`src/rtl/nibble_serial_adder.sv`:
```
// Multi-cycle 16-bit adder that walks one nibble per cycle with a carry-select pair.
// Optional NIBBLE_SERIAL_SUB_EN adds a sub port for a - b via inverted B and forced carry-in.
module nibble_serial_adder (
  input  logic        clk,
  input  logic        rst,
  input  logic        in_valid,
  output logic        in_ready,
  input  logic [15:0] a,
  input  logic [15:0] b,
  input  logic        cin,
  output logic        out_valid,
  input  logic        out_ready,
  output logic [15:0] sum,
  output logic        cout,
  output logic        busy
`ifdef NIBBLE_SERIAL_SUB_EN
  ,
  input  logic        sub
`endif
);

  typedef enum logic [1:0] {StIdle, StRun, StDone} state_e;

  state_e      state_q, state_d;
  logic [1:0]  idx_q;
  logic [15:0] a_q, b_q, sum_q;
  logic [15:0] sum_d;
  logic        carry_q, cout_q;
  logic        accept;
  logic [15:0] b_eff;
  logic        cin_eff;
  logic [3:0]  a_nib, b_nib;
  logic [4:0]  res0, res1, res_sel;

`ifdef NIBBLE_SERIAL_SUB_EN
  // Two's-complement subtract: a + ~b + 1; cin has no say when sub is set.
  assign b_eff   = sub ? ~b : b;
  assign cin_eff = sub ? 1'b1 : cin;
`else
  assign b_eff   = b;
  assign cin_eff = cin;
`endif

  assign accept = in_valid & in_ready;

  // State register
  always_ff @(posedge clk) begin
    if (rst) begin
      state_q <= StIdle;
    end else begin
      state_q <= state_d;
    end
  end

  // Next-state logic
  always_comb begin
    state_d = state_q;
    unique case (state_q)
      StIdle: if (accept) state_d = StRun;
      StRun:  if (idx_q == 2'd3) state_d = StDone;
      StDone: if (out_ready) state_d = StIdle;
      default: state_d = StIdle;
    endcase
  end

  // Outputs decoded from state
  always_comb begin
    in_ready  = (state_q == StIdle);
    out_valid = (state_q == StDone);
    busy      = (state_q != StIdle);
  end

  // Nibble select and carry-select pair
  always_comb begin
    a_nib = 4'h0;
    b_nib = 4'h0;
    unique case (idx_q)
      2'd0: begin a_nib = a_q[3:0];   b_nib = b_q[3:0];   end
      2'd1: begin a_nib = a_q[7:4];   b_nib = b_q[7:4];   end
      2'd2: begin a_nib = a_q[11:8];  b_nib = b_q[11:8];  end
      2'd3: begin a_nib = a_q[15:12]; b_nib = b_q[15:12]; end
      default: ;
    endcase
    res0    = {1'b0, a_nib} + {1'b0, b_nib};
    res1    = {1'b0, a_nib} + {1'b0, b_nib} + 5'd1;
    res_sel = carry_q ? res1 : res0;
  end

  always_comb begin
    sum_d = sum_q;
    unique case (idx_q)
      2'd0: sum_d[3:0]   = res_sel[3:0];
      2'd1: sum_d[7:4]   = res_sel[3:0];
      2'd2: sum_d[11:8]  = res_sel[3:0];
      2'd3: sum_d[15:12] = res_sel[3:0];
      default: ;
    endcase
  end

  // Datapath registers; result is cleared on accept so unprocessed nibbles read 0.
  always_ff @(posedge clk) begin
    if (rst) begin
      a_q     <= 16'h0;
      b_q     <= 16'h0;
      sum_q   <= 16'h0;
      idx_q   <= 2'd0;
      carry_q <= 1'b0;
      cout_q  <= 1'b0;
    end else if (accept) begin
      a_q     <= a;
      b_q     <= b_eff;
      sum_q   <= 16'h0;
      idx_q   <= 2'd0;
      carry_q <= cin_eff;
      cout_q  <= 1'b0;
    end else if (state_q == StRun) begin
      sum_q   <= sum_d;
      carry_q <= res_sel[4];
      idx_q   <= idx_q + 2'd1;
      if (idx_q == 2'd3) cout_q <= res_sel[4];
    end
  end

  assign sum  = sum_q;
  assign cout = cout_q;

endmodule

```
`config.mk`:
```
export PLATFORM = sky130hd
export DESIGN_NAME = nibble_serial_adder
export DESIGN_NICKNAME = d
export VERILOG_FILES = /design/src/rtl/nibble_serial_adder.sv
export SDC_FILE = /design/constraint.sdc
export NUM_CORES = 1
export LEC_CHECK = 0
export CORE_AREA = 2 2 94 96
export CTS_BUF_LIST = sky130_fd_sc_hd__clkbuf_8
export DETAILED_ROUTE_END_ITERATION = 10
export DIE_AREA = 0 0 96 98
export GPL_TIMING_DRIVEN = 0
export PLACE_DENSITY_LB_ADDON = 0.05
export SETUP_SLACK_MARGIN = 0.3
export SYNTH_ARGS = -nofsm -noshare
export SYNTH_HDL_FRONTEND = slang
export SYNTH_SLANG_ARGS = --single-unit
```
`constraint.sdc`:
```
create_clock -name clk -period 3.5 [get_ports clk]
set_input_delay 0.7 -clock clk [delete_from_list [all_inputs] [get_ports clk]]
set_output_delay 0.7 -clock clk [all_outputs]
set_load 0.005 [all_outputs]
```
==> results.tsv <==
metric	value	unit
syn_area	2480	µm²
ant_nets	0	
num_vias	2132	
cts_tree	built	
path_max_fanout	9	
syn2layout_area_growth	33.5	%
core_area	8470	µm²
viasPerCell	4.51	
cp.required	3.69	ns
grt_max_degree	18	
cellPowerDensity	399	nW/µm²
synth_ff_type	dfxtp_1	
leakagePower	1.27	nW
ys_seq_elements	54	
async_flop_share	0	%
fmax	335	MHz
synthTopCellsByArea	dfxtp_1 44%, nand2_1 11%, a21oi_1 8.7%	
clk_pin_slew_worst_paths	0.10	ns
maxCapViolCount	0	
grt_setup_unrepaired	no	
status	finished clean	
clock_skew	0.0146	ns
hold_start	a_q[3]	
syn_area_per_cell	8.24	µm²
die_h	98	µm
antenna_cells	0	
synth_fp_nets	349	
path_class	reg2reg	
reg2reg_from	idx_q[0]	
wirelength	6120	µm
syn_inst	301	
grt_pass1_wl	10100	µm
finalSetupTns	0	ns
synth_top_area_share	43.6	%
routedWlPerCell	12.9	µm
grt_pass1_vias	2040	
relSlewSlack	59.9	%
die-area	9410	µm²
cp-end-kind	flop	
hold_class	reg2reg	
final_hold_viol_count	0	
hpwlAfterDp	4510	µm
firstDrtPassIters	6	
clk_latency	0.32	ns
drc	0	
cts.sinks	54	
drt_iter0_drc	69	
synth_warnings	0	
final-setup-viol-count	0	
yosysUniqueCellTypes	34	
dieWidth	96	µm
io_pins	57	
crit_arrival	3.17	ns
htreeDepth	2	
portBuffers	55	
start_kind	flop	
rows	34	
ys_seq_area_share	43.6	%
drive_above_1_share	11.5	%
critPathLaunch	idx_q[0]	
post-route-min-period	2.98	ns
vdd_drop_max	154	µV
antenna_found_initial	0	
grtUsageTotal	13.8	%
worst_pin_slew	0.599	ns
cts_buffers	5	
yosys.area.top_type	dfxtp_1	
grt-ovfl-total	0	
synth_edf_count	0	
slew_violations	0	
nNetsFinal	412	
initial_core_util	29.3	%
clockBufferDepth	2	
fin_crit_sh	85.2	%
cts_root_buf	clkbuf_8	
place_congestion	0.774	
holdWs	0.461	ns
sequential cells by signal, indices dropped and copies added, names as in the netlist:
signal,cells
cout,1
a_q,16
idx_q,2
b_q,16
state_q,2
carry_q,1
sum,16
power breakdown:
part / internal [W] / switching, W
clock network: 0.000215 / 0.000219
registers: 0.000644 / 0.0000158
logic: 0.000108 / 0.000120
final timing paths:
check | end | slack, ns | cells after the start
max | sum[11] | 0.52 | 12
min | a_q[3] | 0.46 | 2
max reg2reg | sum[11] | 0.52 | 12
min reg2reg | a_q[3] | 0.46 | 2
critical path, cell delays in order, from the launching register on:
cell,delay (ns)
dfxtp_4,0.38
inv_1,0.07
ha_1,0.20
clkbuf_4,0.19
a222oi_1,0.39
mux2i_1,0.15
ha_2,0.22
inv_1,0.07
fa_1,0.43
buf_4,0.15
nor3_1,0.22
xnor2_1,0.26
a21oi_1,0.13
area by class of cell:
class / instances / area [µm²]
well taps: 108 / 135
plain buffers: 22 / 116
fillers: 925 / 5150
repair buffers: 56 / 558
multi-input cells: 211 / 1250
inverters: 14 / 52.6
clock buffers: 5 / 68.8
clock inverters: 3 / 43.8
flip-flops and latches: 54 / 1080
layout by cell type (no fill, tap or decap), types with 3 or more instances in the layout:
cell,instances
xnor2_1,4
o21ai_0,5
clkdlybuf4s50_1,55
nand2_1,72
dfxtp_1,53
a222oi_1,6
buf_2,12
clkbuf_1,4
clkbuf_8,5
clkbuf_2,3
inv_1,14
nor2_1,24
a21oi_1,42
ha_1,9
and2_1,4
mux2i_1,6
a211oi_1,12
logic make-up (layout without fill, tap and decap cells):
logic type               Yosys count  after routing  share of synthesized area (%)
AND/OR/NAND/NOR                  115            115                           20.7
adder cells (fa/ha/maj)           11             11                           5.85
multiplexers                       8              8                           3.33
flip-flops                        54             54                           43.6
XOR/XNOR                           6              6                           2.42
buffers and inverters             36            100                           6.51
AO/OA/AOI/OAI                     71             71                           17.6
metal layers:
layer / vias up / wire length, µm / GRT usage [%]
li1: 1135 / - / -
met1: 951 / 2980 / 18.7
met2: 40 / 2840 / 22.0
met3: 6 / 224 / 2.78
met4: 0 / 81 / 4.29
met5: - / 0 / 0
cells in the mapped netlist (2+ instances only):
library cell and n:
ha_1 10, nor3_1 2, a211oi_1 12, buf_2 12, xnor2_1 5, mux2i_1 6, nand2b_1 2, mux2_2 2
nor3b_2 2, dfxtp_1 54, nor2_1 24, a21oi_1 43, and2_1 4, nand2_1 72, nand3_1 2, a22oi_1 2
inv_1 14, o21ai_0 5, a222oi_1 6, clkbuf_1 8
per-stage QoR:
stage	cell area, µm²	power [W]	utilization [%]	cells	worst slack, ns
after floorplan	2480	0.000804	-	301	0.603
after detailed placement	3170	0.000899	37.4	464	0.150
after CTS	3290	0.00134	38.9	472	0.321
after global placement	3170	0.000898	37.4	464	0.193
after global routing	3310	0.00139	39.1	473	0.326
final	3310	0.00132	39.1	473	0.519
repair_timing:
action	4_1_cts	5_1_grt
setup buffers	0	1
gates resized for setup	4	10
pin swaps	2	3
hold endpoints to repair	0	0
setup endpoints to repair	10	14
gates cloned	0	0
hold buffers	0	0
No activity file was read; power rests on OpenSTA's default activity.
